## config.mk

```make
export PLATFORM = sky130hd
export DESIGN_NAME = rca
export DESIGN_NICKNAME = d
export VERILOG_FILES = /design/src/rtl/rca.sv
export SDC_FILE = /design/constraint.sdc
export NUM_CORES = 1
export LEC_CHECK = 0
export CAP_MARGIN = 20
export CORE_AREA = 2 2 39 41
export CTS_CLUSTER_SIZE = 40
export DETAILED_ROUTE_END_ITERATION = 10
export DIE_AREA = 0 0 41 43
export PLACE_DENSITY_LB_ADDON = 0.25
export REMOVE_ABC_BUFFERS = 1
export SYNTH_ARGS = -nofsm -noshare
export SYNTH_HDL_FRONTEND = slang
export SYNTH_SLANG_ARGS = --single-unit
```

## constraint.sdc

```tcl
create_clock -name clk -period 0.9 [get_ports clk]
set_input_delay 0.135 -clock clk [delete_from_list [all_inputs] [get_ports clk]]
set_output_delay 0.135 -clock clk [all_outputs]
set_load 0.05 [all_outputs]
```

## src/rtl/rca.sv

```systemverilog
// ============================================================================
// Module   : rca
// Brief    : Registered WIDTH-bit ripple-carry adder, {co,s} = a + b + ci.
//            Define RCA_INREG_EN to add an input register stage (latency 2).
// Revision : 1.0 - initial release
// ============================================================================
`default_nettype none

module rca #(
  parameter int WIDTH = 4
) (
  input  logic             clk,
  input  logic             rst,
  input  logic             en,
  input  logic [WIDTH-1:0] a,
  input  logic [WIDTH-1:0] b,
  input  logic             ci,
  output logic [WIDTH-1:0] s,
  output logic             co
);

  logic [WIDTH-1:0] w_a;
  logic [WIDTH-1:0] w_b;
  logic             w_ci;

`ifdef RCA_INREG_EN
  logic [WIDTH-1:0] r_a;
  logic [WIDTH-1:0] r_b;
  logic             r_ci;

  // en freezes this stage together with the output stage
  always_ff @(posedge clk or posedge rst) begin
    if (rst) begin
      r_a  <= '0;
      r_b  <= '0;
      r_ci <= 1'b0;
    end else if (en) begin
      r_a  <= a;
      r_b  <= b;
      r_ci <= ci;
    end
  end

  assign w_a  = r_a;
  assign w_b  = r_b;
  assign w_ci = r_ci;
`else
  assign w_a  = a;
  assign w_b  = b;
  assign w_ci = ci;
`endif

  logic [WIDTH:0]   w_c;
  logic [WIDTH-1:0] w_sum;

  assign w_c[0] = w_ci;

  for (genvar i = 0; i < WIDTH; i++) begin : g_fa
    assign w_sum[i]  = w_a[i] ^ w_b[i] ^ w_c[i];
    assign w_c[i+1]  = (w_a[i] & w_b[i]) | (w_c[i] & (w_a[i] ^ w_b[i]));
  end

  logic [WIDTH-1:0] r_s;
  logic             r_co;

  always_ff @(posedge clk or posedge rst) begin
    if (rst) begin
      r_s  <= '0;
      r_co <= 1'b0;
    end else if (en) begin
      r_s  <= w_sum;
      r_co <= w_c[WIDTH];
    end
  end

  assign s  = r_s;
  assign co = r_co;

endmodule

`default_nettype wire

```

After elaboration in Yosys (flattened, before gate mapping):

Index checks and enable logic that the tools add are counted.

* register bits after elaboration: 5
* input bits: 12
* output and inout bits: 5
* word-level logic and storage cells: 22

* bitwise gates (word level): 20

Operator list (count)
* $and 1x1->1: 8
* $xor 1x1->1: 8
* $or 1x1->1: 4

Longest topological paths before layout:

Gate-level depths: netlist (run 1).

* depth in word-level cells: 9
* mapped depth: 8
* mapped depth without buffers: 8

Worst setup path before layout (run 1):

Ideal clock, no wire load.

* path kind: input-to-reg
* from: in a[0]
* to: reg r_s[3] (netlist: s[3])
* setup time: 79 ps
* data arrival time: 1708 ps
* required time: 821 ps
* slack: -888 ps
* stages on the path: 8
* buffers on the path: 0
* cells stage by stage: fa_1 -> inv_1 -> fa_1 -> inv_1 -> fa_1 -> inv_1 -> fa_1 -> mux2i_1

* cells in the longest elaborated chain, start to end: 8
* elaborated cells on any way between the ends: 9
* classes of those cells: bitwise (9)

RTL lines
* start, declared: RTL line 15 `input logic [WIDTH-1:0] a,`
* $xor 1x1->1: RTL line 60 `assign w_c[i+1] = (w_a[i] & w_b[i]) | (w_c[i] & (w_a[i] ^ w_b[i]));`
* $and 1x1->1: RTL line 60
* $or 1x1->1 *: RTL line 60
* $and 1x1->1 *: RTL line 60
* $or 1x1->1 *: RTL line 60
* $and 1x1->1 *: RTL line 60
* $or 1x1->1 *: RTL line 60
* $xor 1x1->1 *: RTL line 59 `assign w_sum[i] = w_a[i] ^ w_b[i] ^ w_c[i];`
* end signal, assigned: RTL line 71 `r_s <= w_sum;`
* end, declared: RTL line 63 `logic [WIDTH-1:0] r_s;`

Every way passes the cells marked *; elsewhere a longest branch is shown, timed or not.
A chain may end at the register's enable or synchronous reset.

Worst setup path in the final report (run 1):

* from: in b[0]
* to: reg r_s[3] (netlist: s[3])

* cells in the longest elaborated chain, start to end: 8
* elaborated cells on any way between the ends: 9
* classes of those cells: bitwise (9)

RTL lines
* start, declared: RTL line 16 `input logic [WIDTH-1:0] b,`
* $xor 1x1->1: RTL line 60
* $and 1x1->1: RTL line 60
* $or 1x1->1 *: RTL line 60
* $and 1x1->1 *: RTL line 60
* $or 1x1->1 *: RTL line 60
* $and 1x1->1 *: RTL line 60
* $or 1x1->1 *: RTL line 60
* $xor 1x1->1 *: RTL line 59

Marks and branches as above.

==> summary.md, run 1 <==
| Metric | Value |
|---|---|
| Outcome | `finished with violations` |
| Failing checks | `setup timing` |
| Number of antenna violations at the first check in global routing | `0` |
| Area share of and/or/nand/nor cells after synthesis | `under 10%` |
| Remaining global-route overflow | `0` |
| Total power density per cell area | `1923 nW/µm²` |
| Combined area of all synthesized cells | `312.8 µm²` |
| Warnings, synthesis | `0` |
| Num CTS Buffers | `3` |
| Count of input and output buffers | `16` |
| FF-to-FF setup slack | `-0.01 ns` |
| Critical Path Max Stage Delay | `0.39 ns` |
| Number of distinct library cells after synthesis | `8` |
| Routed Wire Length | `558 µm` |
| Maximum root-to-sink buffer count | `2` |
| Cells along the critical path | `buf_6, fa_2, inv_2, fa_2, inv_2, fa_2, inv_2, fa_1, mux2i_1` |
| RSZ-0062 raised after global routing | `yes` |
| Non-filler instance count after layout | `66` |
| Type of the worst setup path | `in -> reg` |
| Vias in the first global route | `265` |
| Height of the chip | `43 µm` |
| Tot GR Track Use | `approximately 9.6%` |
| HPWL after DPL | `465.2 µm` |
| Sequential-to-total area share from yosys stat | `40.00%` |
| Core footprint | `1384 µm²` |
| Final worst-path cycle share | `178.8%` |
| Fin Setup TNS | `-2.017 ns` |
| Static leakage | `0.0003028 µW` |
| Min-Delay Path Class | `in -> async` |
| Maximum operating frequency | `slightly above 600 MHz` |
| Diode insertion count for antenna repair | `0` |
| Row count | `14` |
| Synth Instances | `26` |
| Reg-to-reg endpoint | `s[2]` |
| Total number of nets in the final design | `67` |
| WL per Instance | `8.455 µm` |
| Synthesized flop and latch total | `5` |
| Num Clock Sinks | `5` |
| Placed cell count | `58` |
| Final ANT Viol Nets | `0` |
| Sequential cell area | `approximately 130 µm²` |
| Pins Over Slew Limit | `0` |
| Final hold violation count | `0` |
| Capturing element type of the critical path | `flip-flop` |
| Proportion of synthesized area in mux cells | `16.00%` |
| Iteration-0 DRC Markers | `1` |
| IR drop worst, VDD | `0.5172 mV` |
| Count of endpoints failing setup in the final report | `10` |
| Reg-to-Reg Start | `s[2]` |
| Post-Synthesis Mean Instance Area | `12.03 µm²` |
| Share of synthesized cell area in full adder, half adder and majority cells | `25.60%` |
| Maximum number of pins on one net before global-route repair | `6` |
| Clock slew at reported path FFs | `0.04 ns` |
| Placer Congestion | `0.6179` |
| Level count of the clock H-tree | `1` |
| XOR/XNOR share of the synthesized area | `0%` |
| Clock latency reported for the late side of the worst-skew pair | `0.24 ns` |
| Worst-path fanout max | `1` |
| Transition time of the tightest slew-check pin | `0.1842 ns` |
| Cts hold-fix bufs | `0` |
| Leading cell types in the layout, fill and taps excluded | `inv_1 (6), clkdlybuf4s50_1 (6), dfrtp_1 (5), buf_12 (5)` |
| Post-route setup slack | `-0.7088 ns` |
| Overall die width | `41 µm` |
| Final min period | `~1.6 ns` |
| Combined area of the multi-input logic cells | `about 150 µm²` |
| Data required time of the worst path | `roughly 1.1 ns` |
| Floorplan die area | `1763 µm²` |
| TritonCTS clock tree | `yes` |
| Maximum capacitance violations | `0` |
| Slowest library cell on the worst path | `fa_1` |
| Final routed DRC violation total | `0` |
| Fraction of the mapped netlist area in compound gates | `1.600%` |
| Area overhead of the layout relative to synthesis | `93.60%` |
| DRT Pass-1 Iters | `2` |
| Initial Utilization | `a little under a quarter` |
| Fillers | `141` |
| Worst Skew | `0 ns` |
| Sort of element at the start of the critical path | `primary input` |
| Ratio of cells with drive above 1 in the final layout | `52.00%` |
| Arrival time of the worst setup path | `1.78 ns` |
| Cell chosen for the clock root | `clkbuf_4` |
| Combinational family with the most area after synthesis | `adder cells` |
| Worst rel slew slack | `approximately 88%` |
| DR vias/cell | `around 3.7` |
| Wire length of the first global-routing pass | `1014 µm` |
| I/O Pins | `17` |
| Reg2Reg Depth | `2` |
| Pre-CTS setup slack | `-1.411 ns` |
| Via count | `~250` |
==> cell usage after synthesis <==
cell     number  area, µm²
fa_1          4      80.08
mux2i_1       2      20.02
a21oi_1       1      5.000
mux2_4        2      30.03
buf_6         1      11.26
inv_1        10      37.54
nor2_1        1      3.750
dfrtp_1       5      125.1
==> area by class of cell <==
| class | instances | share of cell area, % |
|---|---|---|
| flip-flops and latches | 5 | 20.66 |
| inverters | 10 | 6.198 |
| clock buffers | 4 | 4.339 |
| repair buffers | 21 | 40.70 |
| well taps | 16 | 3.306 |
| multi-input cells | 10 | 24.79 |
==> critical path: cells and delay by family <==
kind / cells / cell delay [ns]
multiplexers: 1 / 0.13
buffers and inverters: 4 / 0.25
adder cells (fa/ha/maj): 4 / 1.26
==> logic make-up after synthesis <==
logic type / after synthesis
flip-flops: 5
AO/OA/AOI/OAI: 1
buffers and inverters: 11
multiplexers: 4
AND/OR/NAND/NOR: 1
adder cells (fa/ha/maj): 4
==> repair_timing <==
action                                 CTS  global route
gates resized for setup                 22             3
pin swaps                                4             5
endpoints found under the hold margin    0             0
setup buffers                            3             1
gates cloned                             0             0
setup endpoints to repair               10            10
==> metal layers <==
| metal | vias up | wire [µm] | part of all wire, % | track usage (%) |
|---|---|---|---|---|
| li1 | 119 | - | - | - |
| met1 | 110 | 200 | 36 | 8.970 |
| met2 | 12 | 281 | 50 | 12.81 |
| met3 | 4 | 36 | 6.5 | 3.141 |
| met4 | 0 | 39 | 7.0 | 14.00 |
| met5 | - | 0 | 0 | 0 |
==> through the flow <==
| stage | util [%] | power (µW) | hold slack (ns) | cell area [µm²] |
|---|---|---|---|---|
| finish | 43.76 | 1164 | 0.09066 | 605.6 |
| global route | 43.76 | 1240 | 0.1041 | 605.6 |
| CTS | 42.22 | 1151 | 0.1005 | 584.3 |
| detailed placement | 38.97 | 837.0 | 0.3576 | 539.3 |
| global placement | 38.97 | 833.7 | 0.3461 | 539.3 |
| floorplan | - | 546.5 | -0.08648 | 301.5 |
==> power by group <==
group / internal [µW] / switching [µW] / total (µW)
Sequential: 271 / 47.9 / 319
Combinational: 325 / 254 / 580
Clock: 168 / 97.9 / 266
Total: 765 / 400 / 1160
==> flip-flops by register name, summed over array words and instances (netlist names) <==
name  count
s         4
co        1
==> worst max path at each step <==
stage	start	endpoint	slack (ns)	cells after the start
finish	b[0]	s[3]	-0.71	9
global placement	a[0]	s[3]	-1.39	9
global route	b[0]	s[3]	-0.84	9
CTS	a[0]	s[3]	-0.76	9
detailed placement	a[0]	s[3]	-1.41	9
floorplan	a[0]	s[3]	-0.89	8
No activity file was read; power rests on OpenSTA's default activity.
==> run 2: changes to the inputs <==
--- a/config.mk
+++ b/config.mk
@@ -12,6 +12,7 @@
 export DIE_AREA = 0 0 41 43
 export PLACE_DENSITY_LB_ADDON = 0.25
 export REMOVE_ABC_BUFFERS = 1
+export SLEW_MARGIN = 20
 export SYNTH_ARGS = -nofsm -noshare
 export SYNTH_HDL_FRONTEND = slang
 export SYNTH_SLANG_ARGS = --single-unit
==> results of run 2 <==
Same layout as run 1: the final DEF is identical, and so are final timing and power.
==> run 3: changes to the inputs <==
--- a/config.mk
+++ b/config.mk
@@ -5,6 +5,7 @@
 export SDC_FILE = /design/constraint.sdc
 export NUM_CORES = 1
 export LEC_CHECK = 0
+export ABC_CLOCK_PERIOD_IN_PS = 900
 export CAP_MARGIN = 20
 export CORE_AREA = 2 2 39 41
 export CTS_CLUSTER_SIZE = 40
@@ -16,3 +17,4 @@
 export SYNTH_ARGS = -nofsm -noshare
 export SYNTH_HDL_FRONTEND = slang
 export SYNTH_SLANG_ARGS = --single-unit
+export TNS_END_PERCENT = 10
==> run 3 against run 2 <==
Against the previous run:
- the run still ends with setup timing left
- die area stayed put
- hold slack improved by 0.0017 ns
- first-iteration DRC count stayed put
- critical endpoint unchanged
==> summary.md, run 3 (synthesis results as in run 1) <==
| Metric | Value |
|---|---|
| Clock slew at reported path FFs | `0.04 ns (about the same)` |
| Non-filler instance count after layout | `62 (-6.1%)` |
| Leading cell types in the layout, fill and taps excluded | `inv_1 (6), clkdlybuf4s50_1 (6), dfrtp_1 (5), buf_12 (5), inv_2 (4)` |
| Placed cell count | `58 (unchanged)` |
| I/O Pins | `17 (unchanged)` |
| Number of buffers inserted by post-CTS setup repair | `0 (-3)` |
| Capturing element type of the critical path | `flip-flop` |
| Ratio of cells with drive above 1 in the final layout | `47.83% (-4.2 points)` |
| Sort of element at the start of the critical path | `primary input` |
| Min-Delay Path Class | `in -> async` |
| Core footprint | `1384 µm² (unchanged)` |
| Num CTS Buffers | `3 (unchanged)` |
| Height of the chip | `43 µm (unchanged)` |
| Data required time of the worst path | `1.07 ns (about the same)` |
| Placer Congestion | `0.6179 (unchanged)` |
| Maximum capacitance violations | `0 (unchanged)` |
| Clock latency reported for the late side of the worst-skew pair | `0.24 ns (about the same)` |
| Wire length of the first global-routing pass | `986 µm (-2.8%)` |
| Post-route setup slack | `-0.7103 ns (-0.001483 ns)` |
| Final ANT Viol Nets | `0 (unchanged)` |
| Area overhead of the layout relative to synthesis | `82.80%` |
| Maximum operating frequency | `621.0 MHz (about the same)` |
| Remaining global-route overflow | `0 (unchanged)` |
| Arrival time of the worst setup path | `1.78 ns (about the same)` |
| Initial Utilization | `22.60% (unchanged)` |
| Diode insertion count for antenna repair | `0 (unchanged)` |
| Static leakage | `0.0002825 µW (-6.7%)` |
| Tot GR Track Use | `9.432% (-0.20 points)` |
| Switching portion of total power | `35.06% (+0.72 points)` |
| Relative contribution of combinational cells to total power | `47.1% (-2.7 points)` |
| Reg-to-reg endpoint | `s[2]` |
| IR drop worst, VDD | `0.5021 mV (-2.9%)` |
| Timing endpoint of the critical path | `s[3]` |
| Transition time of the tightest slew-check pin | `0.1830 ns (-0.001107 ns)` |
| Floorplan die area | `1763 µm² (unchanged)` |
| TritonCTS clock tree | `yes` |
| Final routed DRC violation total | `0 (unchanged)` |
| Total power consumption of the routed design | `1101 µW (-5.4%)` |
| Via count | `228 (-6.9%)` |
| Maximum root-to-sink buffer count | `2 (unchanged)` |
| Total number of nets in the final design | `63 (-6.0%)` |
| Count of input and output buffers | `16 (unchanged)` |
| Cell Area, Placed | `539.3 µm² (unchanged)` |
| Cts hold-fix bufs | `0 (unchanged)` |
| Row count | `14 (unchanged)` |
| Failing checks | `setup timing` |
| Final min period | `1.610 ns (+0.001483 ns)` |
| Clock network power share | `23.9% (+1.1 points)` |
| First element of the critical path | `b[0]` |
| Num Clock Sinks | `5 (unchanged)` |
| Reg-to-Reg Start | `s[2]` |
| Routed Wire Length | `534 µm (-4.3%)` |
| Overall die width | `41 µm (unchanged)` |
| RSZ-0062 raised after global routing | `yes` |
| HPWL after DPL | `465.2 µm (unchanged)` |
| Worst rel slew slack | `87.78% (about the same)` |
| Iteration-0 DRC Markers | `1 (unchanged)` |
| DRT Pass-1 Iters | `2 (unchanged)` |
| Cell internal pwr | `715.2 µW (-6.5%)` |
| Final worst-path cycle share | `178.9% (about the same)` |
| Final Cell Area | `571.8 µm² (-5.6%)` |
| FF-to-FF setup slack | `0.11 ns (+0.12 ns)` |
| Level count of the clock H-tree | `1 (unchanged)` |
| Pre-CTS setup slack | `-1.411 ns (unchanged)` |
| Number of antenna violations at the first check in global routing | `0 (unchanged)` |
| Maximum number of pins on one net before global-route repair | `6 (unchanged)` |
| Reg2Reg Depth | `1 (-1)` |
| Worst Skew | `0 ns (unchanged)` |
| Vias in the first global route | `253 (-4.5%)` |
| DR vias/cell | `3.677 (-0.93%)` |
| Worst-path fanout max | `1 (unchanged)` |
| Pins Over Slew Limit | `0 (unchanged)` |
| Number of flip-flops in the largest register | `4 (unchanged)` |
| Final hold violation count | `0 (unchanged)` |
| Cell chosen for the clock root | `clkbuf_4` |
| Type of the worst setup path | `in -> reg` |
| WL per Instance | `8.613 µm (+1.9%)` |
| Share of power burned in registers | `29.0% (+1.6 points)` |
| P_sw | `386.2 µW (-3.4%)` |
| Count of endpoints failing setup in the final report | `9 (-1)` |
| Total power density per cell area | `1926 nW/µm² (+0.17%)` |
| Outcome | `finished with violations` |
-- run 3: critical path: stages --
cell and delay [ns]:
buf_6 0.09, fa_2 0.37, inv_2 0.06, fa_2 0.18
inv_2 0.04, fa_2 0.32, inv_2 0.06, fa_1 0.39
mux2i_1 0.13
-- run 3: power groups by stage --
stage	combinational, µW	clock (µW)	sequential (µW)
global placement	511	0	322
finish	518	263	320
global route	557	292	327
detailed placement	514	0	323
floorplan	89.5	0	457
CTS	516	276	321
-- run 3: cell type report --
cell class / instances / area (µm²)
fillers: 143 / 812.0
repair buffers: 17 / 212.7
multi-input cells: 10 / 150.1
flip-flops and latches: 5 / 125.1
inverters: 10 / 37.54
clock buffers: 4 / 26.28
well taps: 16 / 20.02
-- run 3: worst min path at each step --
stage | from | to | slack (ns) | depth (start not counted)
3_5_place_dp | rst | s[3] | 0.36 | 2
3_3_place_gp | rst | s[2] | 0.35 | 2
2_1_floorplan | rst | co | -0.09 | 1
5_1_grt | rst | s[2] | 0.10 | 2
4_1_cts | rst | s[3] | 0.10 | 2
6_report | rst | s[0] | 0.09 | 2
-- run 3: stage by stage --
step | hold WS, ns | util [%] | setup TNS [ns]
finish | 0.09239 | 41.32 | -2.020
global route | 0.1044 | 41.32 | -2.450
CTS | 0.1005 | 40.60 | -2.288
detailed placement | 0.3576 | 38.97 | -5.110
global placement | 0.3461 | 38.97 | -5.004
floorplan | -0.08648 | - | -2.583
-- run 3: metal layers --
layer,GRT usage [%],vias up,share of wire (%)
met2,12.19,12,51
met4,14.00,0,7.3
li1,-,111,-
met3,3.141,4,6.7
met1,8.970,101,35
met5,0,-,0
-- run 3: what timing repair did --
item | in CTS | in global routing
setup endpoints to repair | 10 | 9
pin swaps | 4 | 5
gates resized for setup | 22 | 2
